File: src/rtl/m6809_core_pull_if.sv
// Bus/handshake bundle for the 6809 stack-pull sequencer.
//   start/ir_in : instruction launch (pulse + opcode)
//   addr/din    : memory read port (din valid the cycle after addr)
//   data_rw_n   : memory direction, always read
//   bus_oe      : sequencer owns the memory bus
//   busy/done   : instruction in progress / one-cycle completion pulse
// Modport master is the sequencer's view; slave is the core/memory view.
interface m6809_core_pull_if;
  logic        start;
  logic [7:0]  ir_in;
  logic [15:0] addr;
  logic        data_rw_n;
  logic        bus_oe;
  logic [7:0]  din;
  logic        busy;
  logic        done;

  modport master (
    input  start, ir_in, din,
    output addr, data_rw_n, bus_oe, busy, done
  );

  modport slave (
    output start, ir_in, din,
    input  addr, data_rw_n, bus_oe, busy, done
  );
endinterface

File: src/rtl/m6809_core_pull.sv
// 6809 PULS/PULU sequencer. Fetches the post-byte at PC, then reads the
// selected registers off the S or U stack (lowest post-byte bit first),
// one byte per ADDR/DATA cycle pair, and finally writes back the pointer.
// Ports:
//   clk, reg_reset        : clock, async active-high reset
//   bus                   : start/ir_in launch, memory read port, busy/done
//   pc_in, s_in, u_in     : current PC/S/U, latched at start
//   *_out / *_out_en      : restored register values + one-cycle strobes
module m6809_core_pull (
  input  logic                     clk,
  input  logic                     reg_reset,
  m6809_core_pull_if.master        bus,
  input  logic [15:0]              pc_in,
  input  logic [15:0]              s_in,
  input  logic [15:0]              u_in,
  output logic [7:0]               a_out,
  output logic [7:0]               b_out,
  output logic [7:0]               ccr_out,
  output logic [7:0]               dpr_out,
  output logic [15:0]              x_out,
  output logic [15:0]              y_out,
  output logic [15:0]              s_out,
  output logic [15:0]              u_out,
  output logic [15:0]              pc_out,
  output logic                     a_out_en,
  output logic                     b_out_en,
  output logic                     ccr_out_en,
  output logic                     dpr_out_en,
  output logic                     x_out_en,
  output logic                     y_out_en,
  output logic                     s_out_en,
  output logic                     u_out_en,
  output logic                     pc_out_en
);

  typedef enum logic [2:0] {
    IDLE,
    PB_ADDR,
    PB_DATA,
    BYTE_ADDR,
    BYTE_DATA,
    DONE
  } state_t;

  state_t      state;
  state_t      state_nxt;

  logic        pull_u;     // 1: PULU (U stack), 0: PULS (S stack)
  logic [15:0] pc_w;
  logic [15:0] sp_w;
  logic [7:0]  mask;       // post-byte bits still to be pulled
  logic        lo_phase;   // current 16-bit item is on its lo byte
  logic [7:0]  hi_byte;

  logic        accept;
  logic [2:0]  item;       // lowest pending post-byte bit
  logic        item_wide;
  logic        byte_last;  // this byte completes the current item
  logic [7:0]  mask_clr;

  assign accept = (state == IDLE) && bus.start &&
                  ((bus.ir_in == 8'h35) || (bus.ir_in == 8'h37));

  // Priority encode from the top down so the lowest set bit wins.
  always_comb begin
    item = '0;
    for (int unsigned i = 8; i > 0; i--) begin
      if (mask[i-1]) item = 3'(i - 1);
    end
  end

  // Bits 4..7 (X, Y, other SP, PC) are 16-bit items.
  assign item_wide = item[2];
  assign byte_last = !item_wide || lo_phase;
  assign mask_clr  = mask & ~(8'b1 << item);

  // State register
  always_ff @(posedge clk or posedge reg_reset) begin
    if (reg_reset) state <= IDLE;
    else           state <= state_nxt;
  end

  // Next-state logic
  always_comb begin
    state_nxt = state;
    unique case (state)
      IDLE:      if (accept) state_nxt = PB_ADDR;
      PB_ADDR:   state_nxt = PB_DATA;
      PB_DATA:   state_nxt = (bus.din == 8'h00) ? DONE : BYTE_ADDR;
      BYTE_ADDR: state_nxt = BYTE_DATA;
      BYTE_DATA: state_nxt = (byte_last && (mask_clr == 8'h00)) ? DONE
                                                                : BYTE_ADDR;
      DONE:      state_nxt = IDLE;
      default:   state_nxt = IDLE;
    endcase
  end

  // Datapath registers
  always_ff @(posedge clk or posedge reg_reset) begin
    if (reg_reset) begin
      pull_u   <= 1'b0;
      pc_w     <= '0;
      sp_w     <= '0;
      mask     <= '0;
      lo_phase <= 1'b0;
      hi_byte  <= '0;
    end else begin
      unique case (state)
        IDLE: begin
          if (accept) begin
            pull_u   <= bus.ir_in[1];
            pc_w     <= pc_in;
            sp_w     <= bus.ir_in[1] ? u_in : s_in;
            lo_phase <= 1'b0;
          end
        end
        PB_DATA: mask <= bus.din;
        BYTE_DATA: begin
          sp_w <= sp_w + 16'd1;
          if (byte_last) begin
            mask     <= mask_clr;
            lo_phase <= 1'b0;
          end else begin
            hi_byte  <= bus.din;
            lo_phase <= 1'b1;
          end
        end
        default: ;
      endcase
    end
  end

  assign bus.data_rw_n = 1'b1;

  // Output logic
  always_comb begin
    bus.addr   = '0;
    bus.bus_oe = 1'b0;
    bus.busy   = 1'b0;
    bus.done   = 1'b0;
    a_out      = '0;
    b_out      = '0;
    ccr_out    = '0;
    dpr_out    = '0;
    x_out      = '0;
    y_out      = '0;
    s_out      = '0;
    u_out      = '0;
    pc_out     = '0;
    a_out_en   = 1'b0;
    b_out_en   = 1'b0;
    ccr_out_en = 1'b0;
    dpr_out_en = 1'b0;
    x_out_en   = 1'b0;
    y_out_en   = 1'b0;
    s_out_en   = 1'b0;
    u_out_en   = 1'b0;
    pc_out_en  = 1'b0;

    if (state != IDLE) begin
      bus.bus_oe = 1'b1;
      bus.busy   = 1'b1;
    end

    unique case (state)
      PB_ADDR: bus.addr = pc_w;
      PB_DATA: begin
        bus.addr  = pc_w;
        pc_out    = pc_w + 16'd1;
        pc_out_en = 1'b1;
      end
      BYTE_ADDR: bus.addr = sp_w;
      BYTE_DATA: begin
        bus.addr = sp_w;
        unique case (item)
          3'd0: begin ccr_out = bus.din; ccr_out_en = 1'b1; end
          3'd1: begin a_out   = bus.din; a_out_en   = 1'b1; end
          3'd2: begin b_out   = bus.din; b_out_en   = 1'b1; end
          3'd3: begin dpr_out = bus.din; dpr_out_en = 1'b1; end
          3'd4: if (lo_phase) begin x_out = {hi_byte, bus.din}; x_out_en = 1'b1; end
          3'd5: if (lo_phase) begin y_out = {hi_byte, bus.din}; y_out_en = 1'b1; end
          3'd6: begin
            // Bit 6 is the stack not being pulled from.
            if (lo_phase) begin
              if (pull_u) begin s_out = {hi_byte, bus.din}; s_out_en = 1'b1; end
              else        begin u_out = {hi_byte, bus.din}; u_out_en = 1'b1; end
            end
          end
          3'd7: if (lo_phase) begin pc_out = {hi_byte, bus.din}; pc_out_en = 1'b1; end
          default: ;
        endcase
      end
      DONE: begin
        bus.done = 1'b1;
        if (pull_u) begin u_out = sp_w; u_out_en = 1'b1; end
        else        begin s_out = sp_w; s_out_en = 1'b1; end
      end
      default: ;
    endcase
  end

endmodule

File: src/flat_wrapper.sv
// flat-port wrapper written by rule: the top's interface ports become plain ports
module m6809_core_pull_flat 
  (clk, reg_reset, pc_in, s_in, u_in, a_out, b_out, ccr_out, dpr_out, x_out, y_out, s_out, u_out, pc_out, a_out_en, b_out_en, ccr_out_en, dpr_out_en, x_out_en, y_out_en, s_out_en, u_out_en, pc_out_en, bus_start, bus_ir_in, bus_din, bus_addr, bus_data_rw_n, bus_bus_oe, bus_busy, bus_done);
  m6809_core_pull_if bus_i ();
  input  logic clk;
  input  logic reg_reset;
  input  logic [15:0] pc_in;
  input  logic [15:0] s_in;
  input  logic [15:0] u_in;
  output logic [7:0] a_out;
  output logic [7:0] b_out;
  output logic [7:0] ccr_out;
  output logic [7:0] dpr_out;
  output logic [15:0] x_out;
  output logic [15:0] y_out;
  output logic [15:0] s_out;
  output logic [15:0] u_out;
  output logic [15:0] pc_out;
  output logic a_out_en;
  output logic b_out_en;
  output logic ccr_out_en;
  output logic dpr_out_en;
  output logic x_out_en;
  output logic y_out_en;
  output logic s_out_en;
  output logic u_out_en;
  output logic pc_out_en;
  input wire logic [$bits(bus_i.start)-1:0] bus_start;
  input wire logic [$bits(bus_i.ir_in)-1:0] bus_ir_in;
  input wire logic [$bits(bus_i.din)-1:0] bus_din;
  output wire logic [$bits(bus_i.addr)-1:0] bus_addr;
  output wire logic [$bits(bus_i.data_rw_n)-1:0] bus_data_rw_n;
  output wire logic [$bits(bus_i.bus_oe)-1:0] bus_bus_oe;
  output wire logic [$bits(bus_i.busy)-1:0] bus_busy;
  output wire logic [$bits(bus_i.done)-1:0] bus_done;
  assign bus_i.start = bus_start;
  assign bus_i.ir_in = bus_ir_in;
  assign bus_i.din = bus_din;
  assign bus_addr = bus_i.addr;
  assign bus_data_rw_n = bus_i.data_rw_n;
  assign bus_bus_oe = bus_i.bus_oe;
  assign bus_busy = bus_i.busy;
  assign bus_done = bus_i.done;
  m6809_core_pull u_core (.clk(clk), .reg_reset(reg_reset), .bus(bus_i), .pc_in(pc_in), .s_in(s_in), .u_in(u_in), .a_out(a_out), .b_out(b_out), .ccr_out(ccr_out), .dpr_out(dpr_out), .x_out(x_out), .y_out(y_out), .s_out(s_out), .u_out(u_out), .pc_out(pc_out), .a_out_en(a_out_en), .b_out_en(b_out_en), .ccr_out_en(ccr_out_en), .dpr_out_en(dpr_out_en), .x_out_en(x_out_en), .y_out_en(y_out_en), .s_out_en(s_out_en), .u_out_en(u_out_en), .pc_out_en(pc_out_en));
endmodule
File: config.mk
export PLATFORM = sky130hd
export DESIGN_NAME = m6809_core_pull_flat
export DESIGN_NICKNAME = d
export VERILOG_FILES = /design/src/rtl/m6809_core_pull_if.sv /design/src/rtl/m6809_core_pull.sv /design/src/flat_wrapper.sv
export SDC_FILE = /design/constraint.sdc
export NUM_CORES = 1
export LEC_CHECK = 0
export BUFFER_PORTS_ARGS = -buffer_cell sky130_fd_sc_hd__buf_2
export CORE_ASPECT_RATIO = 1.5
export CORE_UTILIZATION = 30
export CTS_CLUSTER_SIZE = 25
export DETAILED_ROUTE_END_ITERATION = 16
export GPL_TIMING_DRIVEN = 1
export SYNTH_ARGS = -nofsm -noshare
export SYNTH_HDL_FRONTEND = slang
export SYNTH_SLANG_ARGS = --single-unit
export TNS_END_PERCENT = 100
File: constraint.sdc
create_clock -name clk -period 2.5 [get_ports clk]
set_clock_uncertainty 0.2 [all_clocks]
set_input_delay 0.5 -clock clk [delete_from_list [all_inputs] [get_ports clk]]
set_output_delay 0.5 -clock clk [all_outputs]
set_load 0.02 [all_outputs]
**Yosys cells after proc, flatten, opt, wreduce, memory -nomap -nowiden**

Index checks and enable logic that the tools add are counted.

- Output and inout port bits: 141
- Input port bits: 67
- Logic and storage cells: 119
- Flip-flop bits (word level): 53

- Bitwise logic cells: 3
- Shift-type cells: 1
- Multiplexer cells: 71
- Add/sub/neg operators: 2
- Reductions and logical operators: 19
- Equality and inequality tests: 16

Operators by type and width:

| cell | count |
|---|---|
| 16-bit two-way mux | 16 |
| 16-bit case mux with 2 select lines | 5 |
| 8-bit two-way mux | 9 |
| 3-bit two-way mux | 11 |
| 16-bit by 1-bit adder with 16-bit output, second input constant | 2 |
| 1-bit two-way mux | 24 |
| 3-bit equality test, second input constant | 6 |
| 8-bit by 6-bit equality test with 1-bit output, second input constant | 2 |
| 8-bit logical NOT | 2 |
| 8-bit case mux with 2 select lines | 1 |
| 3-bit case mux with 5 select lines | 1 |
| 3-bit by 2-bit equality test with 1-bit output, second input constant | 4 |
| 8-bit bitwise AND | 1 |
| 8-bit inverter | 1 |
| 1-bit case mux with 2 select lines | 4 |
| 2-bit AND reduction | 4 |
| 1-bit by 3-bit << shifter with 8-bit output, first input constant | 1 |
| 3-bit by 1-bit equality test with 1-bit output, second input constant | 2 |
| 3-bit logical NOT | 2 |
| 2-bit by 1-bit != test with 1-bit output, second input constant | 2 |
| 2-bit nonzero test | 2 |
| 2-bit OR reduction | 2 |
| 1-bit logical AND | 3 |
| 3-bit nonzero test | 1 |
| 3 further kinds | 4 |

**Logic depth before layout (Yosys ltp)**

Gate-level depths: netlist (run 1).

- Depth after elaboration: 15
- Mapped depth: 7
- Depth with buffers taken out: 5

**Worst setup path after synthesis (run 1)**

No wires, ideal clock.

- Path kind: reg2out
- From: reg u_core.mask[7]
- To: out ccr_out[0]
- Required time: 1.800 ns
- Arrival: 1.896 ns
- Buffers on the path: 0
- Slack: -0.096 ns
- Cell stages (with the launch flop): 6
- Path through: dfrtp_1 -> nor4_1 -> nand2b_1 -> nand2_1 -> nor4b_4 -> and2_1

- Longest elaborated chain between the ends: 11

Ends and longest elaborated chain:

| what | RTL line | RTL |
|---|---|---|
| start: declaration | m6809_core_pull.sv:51 | `logic [7:0] mask;` |
| start signal: assignment | m6809_core_pull.sv:117 | `PB_DATA: mask <= bus.din;` |
| start signal: assignment | m6809_core_pull.sv:121 | `mask <= mask_clr;` |
| 3-bit two-way mux (8 in series) | m6809_core_pull.sv:68 | `if (mask[i-1]) item = 3'(i - 1);` |
| 3-bit logical NOT | m6809_core_pull.sv:175 | `unique case (item)` |
| 8-bit two-way mux | m6809_core_pull.sv:175 |  |
| 8-bit two-way mux | m6809_core_pull.sv:165 | `unique case (state)` |
| end: declaration | flat_wrapper.sv:12 | `output logic [7:0] ccr_out;` |

No other way between the ends.

**Final worst setup path (run 1)**

- From: reg u_core.mask[0]
- To: out u_out[5]

- Longest elaborated chain between the ends: 4

Ends and longest elaborated chain:

| what | RTL line | RTL |
|---|---|---|
| 3-bit two-way mux | m6809_core_pull.sv:68 |  |
| 3-bit equality test | m6809_core_pull.sv:175 |  |
| 16-bit two-way mux | m6809_core_pull.sv:175 |  |
| 16-bit case mux with 2 select lines | m6809_core_pull.sv:165 |  |
| end: declaration | flat_wrapper.sv:17 | `output logic [15:0] u_out;` |

No other way between the ends.

==> results of run 1 <==
==> timing repair <==
| item | CTS | global route |
|---|---|---|
| pin swaps | 5 | 8 |
| cloned | 3 | 2 |
| gates resized for setup | 123 | 62 |
| buffers inserted | 8 | 15 |
| endpoints found under the setup margin | 126 | 129 |
==> how the worst max path moves through the flow <==
stage | endpoint | slack, ns
final | u_out[5] | -0.35
after global routing | s_out[12] | -0.45
after CTS | s_out[10] | -0.35
after detailed placement | s_out[10] | -0.08
after global placement | s_out[10] | -0.11
after floorplan | b_out[0] | -0.09
==> logic make-up (layout without fill, tap and decap cells) <==
| logic type | after synthesis | count (layout) |
|---|---|---|
| xor+xnor | 15 | 15 |
| buf+inv | 72 | 320 |
| compound gates | 147 | 147 |
| fa+ha+maj | 2 | 2 |
| mux | 37 | 37 |
| flops | 53 | 53 |
| simple gates | 262 | 263 |
| other cells | 1 | 1 |
==> cell type report <==
type / count / area (sq um) / share of cell area
repair buffers: 305 / 2350 / 0.315
clock buffers: 5 / 125 / 0.0168
well taps: 199 / 249 / 0.0333
inverters: 8 / 30.0 / 0.00402
clock inverters: 2 / 35.0 / 0.00469
flip-flops and latches: 53 / 1330 / 0.178
multi-input cells: 465 / 3350 / 0.448
==> registers in the layout, indices dropped and copies added (netlist names) <==
signal           flops
u_core.state         3
u_core.mask          8
u_core.sp_w         16
u_core.lo_phase      1
u_core.pull_u        1
u_core.hi_byte       8
u_core.pc_w         16
==> where the power goes <==
part / switching (mW) / total, mW / internal, mW
registers: 0.518 / 1.63 / 1.11
logic: 1.90 / 3.61 / 1.71
clock network: 0.336 / 0.803 / 0.467
total: 2.76 / 6.04 / 3.28
==> per-stage QoR <==
stage	hold slack, ns	instances	utilization	total power [mW]	worst slack [ns]
2_1_floorplan	0.301	589	-	3.23	-0.0877
3_3_place_gp	0.369	1004	0.425	4.41	-0.109
3_5_place_dp	0.376	1004	0.425	4.43	-0.0755
4_1_cts	0.0914	1022	0.469	5.60	-0.354
5_1_grt	0.125	1037	0.491	6.35	-0.449
6_report	0.0632	1037	0.491	6.04	-0.347
==> layout by cell type, fill, tap and decap left out, types with 9 or more instances in the layout <==
cell type,instances
nor3_1,12
nand2_1,78
and3_1,16
xnor2_1,12
a31oi_1,15
buf_12,9
and2_1,47
nand4_1,9
nand3_1,14
o21ai_1,12
a22o_1,45
mux2i_1,25
buf_2,139
o21ai_0,12
mux2_2,11
nor2_1,34
buf_6,64
a22o_4,10
dfrtp_1,52
a211oi_1,12
a21oi_1,11
buf_4,89
==> routing by layer <==
metal	up-vias	GRT usage	share of wire
met3	45	0.0301	0.055
met2	214	0.434	0.52
li1	2607	-	-
met5	-	0	0
met1	2696	0.290	0.39
met4	0	0.0952	0.032
==> critical path: cells and delay by family (launching register included) <==
kind / cells / cell delay [ns]
AND/OR/NAND/NOR: 4 / 0.83
AO/OA/AOI/OAI: 1 / 0.16
buffers and inverters: 3 / 0.44
flip-flops: 1 / 0.41
==> run metrics, run 1 <==
most common cell in the netlist nand2_1; slowest cell delay on critical path 0.41 ns; Seq/Total Area, Yosys 0.281; dominant cells by area after synthesis dfrtp_1 (28%), a22o_1 (10%), and2_1 (7.6%), nand2_1 (6.4%), mux2i_1 (5.3%); Initial DRC Count 358; CP most frequent cell buf_6; count of final setup violators 114; vias per inst 5.36; Reg2Reg Depth 6; via count 5562; Reg clk slew, reported paths 0.08 ns; post-synthesis adder-cell area fraction 0.00531; Yosys warnings 0; Detailed Route WL 20200 um; Die W 104 um; CTS tree done; violated checks setup timing; Die Ht 156 um; Fillers 1477; first-pass GRT wire length 30700 um; cell count after synthesis 589; IO Port Bufs 206; FF-to-FF End u_core.hi_byte[7]; Synth Register Bits 53; WP data required 1.80 ns; final instance area 7470 sq um; xor and xnor area share after synthesis 0.0279; root buf cell clkbuf_16; Netlist Area Pre-Place 4720 sq um; Nets 907; core outline area 15200 sq um; post-DP HPWL 14600 um; # DRC 0; mux contribution to synthesized area 0.0817; latest clock arrival within the worst-skew pair 0.30 ns; max-slew violations 0; largest net degree at the start of global routing 29; r2r startpoint u_core.mask[0]; Fin. Hold Viols 0; Avg Inst Size Synth 8.01 sq um; Wirelength per Cell 19.5 um; status finished, violations left; cts-stage hold buffer count 0; ANT nets after route 0; Post-DP Area 6460 sq um; Yosys top cell area share 0.281; Worst-Margin Slew 0.610 ns; gpl congestion 0.841; Antenna Cells 0; Crit Path Class reg2out; ys flop type dfrtp_1; syn nets 658; Synth Area in Simple Gates 0.303; post-synth top area cell dfrtp_1; largest family of logic cells by synthesized area simple AND/OR/NAND/NOR gates; Unique masters post-synth 68; Setup WS post-layout -0.347 ns; Worst Setup SP u_core.mask[0]; asr flop ratio synth 1.00; Fin Setup TNS -30.43 ns; IO Count 208; Initial Util 0.310; H-tree Lvls 2; Critical Path Source Type register; initial antenna violation count 0; cts bufs inserted 5; die area 16200 sq um; Synth Area in Compound Gates 0.232; Syn-to-layout area delta 58.3%; FF-to-FF setup slack 0.21 ns; Slew headroom 0.593; share of cells above drive strength 1 0.458; Clock Tree Buf Depth 2; Fmax 351 MHz; Slowest cell on crit path dfrtp_1; worst-path cell chain nor4_4 > and3_4 > nand3_4 > buf_6 > nor3_4 > buf_6 > a22o_1 > buf_6; RSZ-0062 raised after global routing true; vias in the first global route 5440; crit path max fanout 10; Leak 3.72 nW; Final min period 2.85 ns; All-Layer GR Usage 0.241; Num Clock Sinks 53; maxcap violations 0; top cells by count, synth nand2_1 (81), and2_1 (57), a22o_1 (55); TritonRoute pass-1 iters 5; CP Capture Type primary output; count of flip-flops with a built-in enable after synthesis 0; Max IR drop VDD 0.485 mV; PwrDens 808 nW/um^2; period utilisation layout 1.14; Worst EP arrival 2.15 ns; min-delay worst type in2async; Remaining Overflow, GRT 0; Row Count 55
Note: power is estimated with default switching activity, not from simulation.
==> run 2: changes to the inputs <==
==> constraint.sdc (replaced) <==
create_clock -name clk -period 2.5 [get_ports clk]
set_clock_uncertainty 0.2 [all_clocks]
set_input_delay 0.125 -clock clk [delete_from_list [all_inputs] [get_ports clk]]
set_output_delay 0.125 -clock clk [all_outputs]
set_load 0.02 [all_outputs]
==> run 2 against run 1 <==
Via count down 3.0%. Maximum frequency up 17%. The flow finishes with violations (hold timing). Routed wire length down 2.2%. Worst setup slack better by 0.41 ns.
==> run metrics, run 2 (synthesis results as in run 1) <==
core outline area 15200 sq um; CP Capture Type primary output; Clock Tree Buf Depth 2; Hold WS -0.00362 ns; Switching Power 2.52 mW; met2 WL 10300 um; Reg clk slew, reported paths 0.08 ns; first-pass GRT wire length 29000 um; vias per inst 5.35; min-delay worst type in2reg; ANT nets after route 0; cts bufs inserted 5; Leak 3.36 nW; commonest non-fill, non-tap cell in the layout buf_2; Initial Util 0.310; Slew headroom 0.516; count of final setup violators 0; PwrDens 786 nW/um^2; vias in the first global route 4985; largest net degree at the start of global routing 54; maxcap violations 0; latest clock arrival within the worst-skew pair 0.30 ns; Syn-to-layout area delta 41.1%; post-DP HPWL 14700 um; logic gate share of total power 0.528; CTS tree done; Worst-Margin Slew 0.726 ns; # DRC 0; H-tree Lvls 2; sw frac 0.481; Fillers 1588; Int Pwr 2.71 mW; Die W 104 um; Clk pwr share 0.155; Num Clock Sinks 53; family with the most delay on the worst path simple AND/OR/NAND/NOR gates; Die Ht 156 um; slowest cell delay on critical path 0.43 ns; Initial DRC Count 346; Max IR drop VDD 0.410 mV; RSZ-0062 raised after global routing true; Fin. Hold Viols 1; share of cells above drive strength 1 0.378; Fmax 410 MHz; post-route insts no fill 1008; Placed Cells incl. Taps 968; most frequent cells in the layout buf_2 (192), nand2_1 (79), and2_1 (56), a22o_1 (54), dfrtp_1 (48); gpl congestion 0.883; Antenna Cells 0; Wirelength per Cell 19.6 um; All-Layer GR Usage 0.235; max-slew violations 0; crit path max fanout 11; Remaining Overflow, GRT 0; Metal-1 WL 7470 um; Nets 877; Fin Setup TNS 0 ns; IO Count 208; met3 WL 990 um; Buf/Inv on CP 2; Critical Path Source Type register; Reg power frac 0.317; Crit Path Class reg2out; via count 5397; Slowest cell on crit path dfrtp_1; Final min period 2.44 ns; Detailed Route WL 19800 um; IO Port Bufs 206; period utilisation layout 0.976; WP data required 2.17 ns; Worst EP arrival 2.11 ns; worst-path cell chain nor3b_4 > and3_4 > nand3_4 > nor3b_4 > buf_6 > a22o_1 > buf_6; Row Count 55; root buf cell clkbuf_16; top routing layer in use met4; TritonRoute pass-1 iters 7; status finished, violations left; initial antenna violation count 0; die area 16200 sq um; biggest regs u_core.pc_w x16, u_core.sp_w x16; violated checks hold timing
==> run 2: metrics by stage <==
step | cell area, sq um | setup slack (ns) | total power [mW] | util
global placement | 6040 | 0.128 | 4.21 | 0.397
CTS | 6540 | 0.0125 | 5.12 | 0.430
floorplan | 4720 | 0.279 | 3.18 | -
global route | 6660 | -0.0443 | 5.50 | 0.438
finish | 6660 | 0.0609 | 5.23 | 0.438
detailed placement | 6040 | 0.125 | 4.21 | 0.397
==> run 2: cell type report <==
cell class / count / area (sq um) / area share
Multi-Input combinational cell: 464 / 3140 / 0.471
Timing Repair Buffer: 276 / 1740 / 0.262
Sequential cell: 53 / 1330 / 0.200
Tap cell: 199 / 249 / 0.0374
Clock buffer: 6 / 129 / 0.0194
Clock inverter: 2 / 38.8 / 0.00583
Inverter: 8 / 30.0 / 0.00451
==> run 2: path summary, 6_finish.rpt <==
path                                  from                end  slack, ns  cells after the start
hold reg to reg            u_core.pc_w[14]    u_core.pc_w[14]       0.37                      2
hold / removal                     u_in[2]     u_core.sp_w[2]     -0.004                      3
max in group asynchronous        reg_reset     u_core.mask[3]       1.20                      4
setup reg to reg           u_core.state[0]  u_core.hi_byte[7]       0.26                      5
min in group asynchronous        reg_reset     u_core.pc_w[1]       0.37                      4
setup / recovery           u_core.state[0]           s_out[8]       0.06                      7
==> run 2: per-layer routing <==
metal | global-route usage | up-vias
met2 | 0.424 | 217
li1 | - | 2555
met1 | 0.260 | 2569
met4 | 0.144 | 0
met5 | 0 | -
met3 | 0.0297 | 56
==> run 2: power by group through the flow <==
stage	Combinational, mW	Clock, mW	Sequential, mW
detailed placement	2.57	0	1.65
global route	2.98	0.848	1.68
CTS	2.66	0.820	1.64
global placement	2.57	0	1.65
floorplan	1.82	0	1.36
finish	2.76	0.811	1.66
==> run 2: repair_timing <==
action,4_1_cts,5_1_grt
pin swaps,5,1
hold buffers,26,0
buffers inserted,4,1
endpoints found under the hold margin,76,0
setup endpoints to repair,71,44
cloned,0,1
gates resized for setup,10,34
==> run 2: tightest hold or removal path: cells and delay by family <==
family / cells / cell delay [ns]
compound gates: 1 / 0.09
buf+inv: 1 / 0.09
mux: 1 / 0.15
